--- config.mk ---
export PLATFORM = sky130hd
export DESIGN_NAME = pixel_pack_fifo
export DESIGN_NICKNAME = d
export VERILOG_FILES = /design/src/rtl/pixel_pack_fifo.sv
export SDC_FILE = /design/constraint.sdc
export NUM_CORES = 1
export LEC_CHECK = 0
export ABC_AREA = 1
export ABC_CLOCK_PERIOD_IN_PS = 9800
export CORE_MARGIN = 2
export CORE_UTILIZATION = 40
export CTS_CLUSTER_DIAMETER = 30
export DETAILED_ROUTE_END_ITERATION = 6
export PLACE_DENSITY = 0.62
export SYNTH_ARGS = -nofsm -noshare
export SYNTH_HDL_FRONTEND = slang
export SYNTH_SLANG_ARGS = --single-unit
--- constraint.sdc ---
create_clock -name clk -period 9.8 [get_ports clk]
set_clock_uncertainty 0.15 [all_clocks]
set_input_delay 1.47 -clock clk [delete_from_list [all_inputs] [get_ports clk]]
set_output_delay 1.47 -clock clk [all_outputs]
set_load 0.01 [all_outputs]
--- src/rtl/pixel_pack_fifo.sv ---
// Saturates a 32-bit signed pixel stream to 8 bits, packs 4 pixels per word with row/frame
// markers and buffers the words in a FWFT FIFO. Optional per-frame min/max under PIX_STATS_EN.
module pixel_pack_fifo #(
    parameter int IMG_WIDTH  = 32,
    parameter int IMG_HEIGHT = 32,
    parameter int FIFO_DEPTH = 16
) (
    input  logic                          clk,
    input  logic                          resetn,
    input  logic                          sync_clr,
    input  logic                          in_valid,
    input  logic [31:0]                   in_pixel,
    output logic                          out_valid,
    input  logic                          out_ready,
    output logic [31:0]                   out_data,
    output logic [3:0]                    out_keep,
    output logic                          out_last,
    output logic                          out_eof,
    output logic [$clog2(FIFO_DEPTH):0]   fifo_level,
    output logic                          overflow,
    output logic [15:0]                   drop_cnt,
    output logic [15:0]                   frame_cnt,
    output logic [7:0]                    stat_min,
    output logic [7:0]                    stat_max
);
    localparam int LANES = 4;
    localparam int CW    = (IMG_WIDTH  > 1) ? $clog2(IMG_WIDTH)  : 1;
    localparam int RW    = (IMG_HEIGHT > 1) ? $clog2(IMG_HEIGHT) : 1;
    localparam int AW    = $clog2(FIFO_DEPTH);

    typedef struct packed {
        logic                        eof;
        logic                        last;
        logic [LANES-1:0]            keep;
        logic [LANES-1:0][7:0]       data;
    } entry_t;

    logic                    clr;
    logic [7:0]              pix_sat;
    logic [CW-1:0]           col_q;
    logic [RW-1:0]           row_q;
    logic [1:0]              lane_q;
    logic [LANES-1:0][7:0]   pack_q;
    logic                    end_row, end_frame, emit;
    entry_t                  wentry, head;
    entry_t                  mem [FIFO_DEPTH];
    logic [AW-1:0]           wptr_q, rptr_q;
    logic [AW:0]             cnt_q, cnt_d;
    logic                    empty, full, push, pop, drop;
    logic                    overflow_q;
    logic [15:0]             drop_cnt_q, frame_cnt_q;

    assign clr = !resetn || sync_clr;

    always_comb begin
        pix_sat = in_pixel[7:0];
        if (in_pixel[31])
            pix_sat = 8'h00;
        else if (|in_pixel[30:8])
            pix_sat = 8'hFF;
    end

    assign end_row   = (col_q == CW'(IMG_WIDTH - 1));
    assign end_frame = end_row && (row_q == RW'(IMG_HEIGHT - 1));
    assign emit      = in_valid && ((lane_q == 2'd3) || end_row);

    // The completing pixel bypasses pack_q so the word lands in the FIFO on its own edge.
    always_comb begin
        wentry      = '0;
        wentry.eof  = end_frame;
        wentry.last = end_row;
        for (int i = 0; i < LANES; i++) begin
            if (2'(i) < lane_q) begin
                wentry.data[i] = pack_q[i];
                wentry.keep[i] = 1'b1;
            end else if (2'(i) == lane_q) begin
                wentry.data[i] = pix_sat;
                wentry.keep[i] = 1'b1;
            end
        end
    end

    always_ff @(posedge clk) begin
        if (clr) begin
            col_q  <= '0;
            row_q  <= '0;
            lane_q <= '0;
            pack_q <= '0;
        end else if (in_valid) begin
            pack_q[lane_q] <= pix_sat;
            if (end_row) begin
                col_q  <= '0;
                lane_q <= '0;
                row_q  <= end_frame ? '0 : row_q + RW'(1);
            end else begin
                col_q  <= col_q + CW'(1);
                lane_q <= lane_q + 2'd1;
            end
        end
    end

    assign empty = (cnt_q == '0);
    assign full  = (cnt_q == (AW+1)'(FIFO_DEPTH));
    assign pop   = !empty && out_ready;
    assign push  = emit && (!full || pop);
    assign drop  = emit && !push;

    always_comb begin
        cnt_d = cnt_q;
        if (push && !pop)
            cnt_d = cnt_q + (AW+1)'(1);
        else if (pop && !push)
            cnt_d = cnt_q - (AW+1)'(1);
    end

    always_ff @(posedge clk) begin
        if (push && !clr)
            mem[wptr_q] <= wentry;
    end

    always_ff @(posedge clk) begin
        if (clr) begin
            wptr_q      <= '0;
            rptr_q      <= '0;
            cnt_q       <= '0;
            overflow_q  <= 1'b0;
            drop_cnt_q  <= '0;
            frame_cnt_q <= '0;
        end else begin
            cnt_q <= cnt_d;
            if (push)
                wptr_q <= wptr_q + AW'(1);
            if (pop)
                rptr_q <= rptr_q + AW'(1);
            if (drop) begin
                overflow_q <= 1'b1;
                if (drop_cnt_q != 16'hFFFF)
                    drop_cnt_q <= drop_cnt_q + 16'd1;
            end
            if (emit && end_frame)
                frame_cnt_q <= frame_cnt_q + 16'd1;
        end
    end

    // Head fields are masked while empty so stale RAM contents never leak out.
    assign head       = empty ? '0 : mem[rptr_q];
    assign out_valid  = !empty;
    assign out_data   = head.data;
    assign out_keep   = head.keep;
    assign out_last   = head.last;
    assign out_eof    = head.eof;
    assign fifo_level = cnt_q;
    assign overflow   = overflow_q;
    assign drop_cnt   = drop_cnt_q;
    assign frame_cnt  = frame_cnt_q;

`ifdef PIX_STATS_EN
    logic [7:0] run_min_q, run_max_q, stat_min_q, stat_max_q, fmin, fmax;

    assign fmin = (pix_sat < run_min_q) ? pix_sat : run_min_q;
    assign fmax = (pix_sat > run_max_q) ? pix_sat : run_max_q;

    always_ff @(posedge clk) begin
        if (clr) begin
            run_min_q  <= 8'hFF;
            run_max_q  <= 8'h00;
            stat_min_q <= 8'h00;
            stat_max_q <= 8'h00;
        end else if (in_valid) begin
            if (end_frame) begin
                stat_min_q <= fmin;
                stat_max_q <= fmax;
                run_min_q  <= 8'hFF;
                run_max_q  <= 8'h00;
            end else begin
                run_min_q <= fmin;
                run_max_q <= fmax;
            end
        end
    end

    assign stat_min = stat_min_q;
    assign stat_max = stat_max_q;
`else
    assign stat_min = 8'h00;
    assign stat_max = 8'h00;
`endif

endmodule
==> flow_summary.toml <==
[sta]
fin_ws_ps = 3454
fmax_ghz = 0.1576
finalMaxSlewViolations = 0
setup_violations = 0
grt_setup_unrepaired = "no"
period_share = 0.6475
fin_crit_ps = 6346
worstMarginPinSlew_ps = 1216
finalSetupTns_ps = 0
slew_headroom = 0.1865
final_hold_viol_count = 0

[synth]
synth_compound_area_frac = 0.03209
synth_edf_count = 592
synth_xor_area_frac = 0.004033
yosys_warnings = 0
syn_area_mm2 = 0.02823
async_flop_share = 0
synth_area_per_cell_um2 = 10.71
synthTopCellsByArea = "edfxtp_1 (63%), nand2_1 (12%), nand3_1 (8.3%)"
ys_top_cells_by_count = "nand2_1 (898), edfxtp_1 (592), nand3_1 (468)"
yosysMostFrequentCell = "nand2_1"
synth_top_family_by_area = "simple AND/OR/NAND/NOR gates"
synthAdderAreaFrac = 0.009573
yosysSeqAreaShare = 0.6907
yosysTopAreaCell = "edfxtp_1"
synth.top_cell.area_share = 0.6297
ys_ff_latch = 678
netlist_instances = 2637
synthMuxAreaShare = 0
yosys_most_used_dff = "edfxtp_1"
yosys.area_share.simple = 0.2246
synth_cell_types = 30

[critical_path]
crit_fanout = 195
rr_endpoint = "mem[5][31]"
r2r_start = "col_q[1]"
crit_chain = "inv_8, buf_4, nand2_1, nand3_1, nand3_1, nand2_1, nand2_1, a21oi_1, clkdlybuf4s50_1"
worstSetupPathType = "reg -> out"
worstPathRequired_ps = 8180
endpoint_kind = "output pin"
r2r_slack_ps = 5460
crit_top_cell = "nand2_1"
cp-start-kind = "flop"
crit_arrival_ps = 4730
cpPeakStageDelay_ps = 990
crit_path_top_delay_cell = "buf_4"
r2r.worst_path.cells = 11

[route]
wl_per_cell_um = 19.41
drt_first_pass_iters = 7
drt-met1-wl_um = 31550
drt_iter0_drc = 1798
wl_met3_um = 5294
via_per_inst = 5.251
via_count = 20140
drc = 0
highest-signal-layer = "met4"
routed-wl-met2_um = 36030
ant_nets = 0
routed_wl_um = 74450

[power_and_ir_drop]
p_leak_nw = 12.70
p_per_area_mw_per_mm2 = 223.9
ir_drop_uv = 155.7
power.total_mw = 7.791

[final_layout]
area_growth_pct = 23.23
seq_area_mm2 = 0.01951
nNetsFinal = 2850
final_util = 0.4977
multiInputGateArea_mm2 = 0.007812
nFillCells = 6110
antenna_cells = 0
final_cells = 3835
layout-drive-gt1-share = 0.1026

[placed_design]
preCtsSetupSlack_ps = 4180
portBuffers = 113
globalplace.congestion = 0.8116
hpwl_um = 36600
place_inst = 3600

[floorplan]
dieArea_mm2 = 0.07272
die_h_um = 269.7
rows = 97
fp.coreArea_mm2 = 0.06991
start_util = 0.4039
io_pins = 130
die_w_um = 269.7

[clock_network]
clockRootBuffer = "clkbuf_16"
clockBufferDepth = 3
cts_tree = "built"
clk_latency_ps = 680
hold_buffers = 0
cts_setup_buffers = 0
numCtsBuffers = 130
cts-resized-gates = 0
cts_sinks = 678
clkTransAtPathRegs_ps = 40
ctsHtreeMaxLevel = 4

[min_path]
hold_end = "overflow"
hp-start = "overflow"
hold_class = "reg -> reg"
hold_depth = 2

[global_routing]
grt.total_usage = 0.2043
grt_pass1_wl_um = 114200
overflow = 0
antenna_found_initial = 0
grt_pass1_vias = 20000
grt_max_degree = 196

[outcome]
status = "complete, no violations"

[run]
cap_violations = 0
[flip-flops by register name, summed over array words and instances (netlist names), named ones only]
name / cells
col_q: 5
drop_cnt: 16
fifo_level: 5
frame_cnt: 16
lane_q: 2
mem: 592
overflow: 1
pack_q: 24
row_q: 5
rptr_q: 4
wptr_q: 4
[cell type report]
class | instances | share of cell area
Clock inverter | 77 | 0.02611
Timing Repair Buffer | 166 | 0.04395
Inverter | 81 | 0.009027
Clock buffer | 158 | 0.1017
Sequential cell | 678 | 0.5608
Multi-Input combinational cell | 1735 | 0.2246
Tap cell | 940 | 0.03381
[how the worst max path moves through the flow]
stage | from | to | slack [ps]
finish | flop | out_data[5] | 3450
global route | flop | out_data[5] | 3210
global placement | flop | out_data[5] | 4200
CTS | flop | out_data[5] | 3420
floorplan | resetn | mem[0][0] | 5580
detailed placement | flop | out_data[5] | 4180
[worst max-delay path, delay by kind of cell (launching register included)]
| kind | cells | cell delay, ps |
|---|---|---|
| compound gates | 1 | 390 |
| buf+inv | 3 | 2330 |
| flops | 1 | 490 |
| simple gates | 5 | 480 |
[stage by stage]
| stage | area, µm² | hold slack (ps) |
|---|---|---|
| final | 34790 | 330.6 |
| after floorplan | 28290 | 293.9 |
| after detailed placement | 30340 | 314.9 |
| after global placement | 30340 | 306.3 |
| after global routing | 34790 | 366.9 |
| after CTS | 34790 | 331.4 |
[cells in the final DEF (no fill, tap or decap), types with 7 or more instances in the layout]
master and instances:
nand2_1 898, edfxtp_1 592, nand3_1 468, clkbuf_16 138, clkdlybuf4s50_1 113, a21oi_1 104, dfxtp_1 82, nor2_1 80
inv_1 76, o21ai_0 67, buf_4 53, clkinv_2 23, ha_1 20, clkbuf_1 19, nand4_1 18, bufinv_16 17
nor3_1 16, nor2_4 16, conb_1 16, inv_6 13, clkinvlp_4 11, xnor2_1 7
[metal layers]
| layer | vias to the layer above | track usage |
|---|---|---|
| li1 | 9447 | - |
| met1 | 9746 | 0.2652 |
| met2 | 809 | 0.3429 |
| met3 | 135 | 0.03999 |
| met4 | 0 | 0.07003 |
| met5 | - | 0 |
[kinds of logic (layout without fill, tap and decap cells)]
family	count (synthesis)	in the layout
flip-flops	678	678
buffers and inverters	239	482
other	1	16
AND/OR/NAND/NOR	1507	1507
adder cells (fa/ha/maj)	21	21
AO/OA/AOI/OAI	178	178
XOR/XNOR	13	13
[report_power, final]
part	internal, mW	switching, mW	total, mW
Combinational	0.0698	0.136	0.206
Sequential	3.13	0.00497	3.13
Clock	3.02	1.44	4.45
Power figures use the tool's default switching activity.
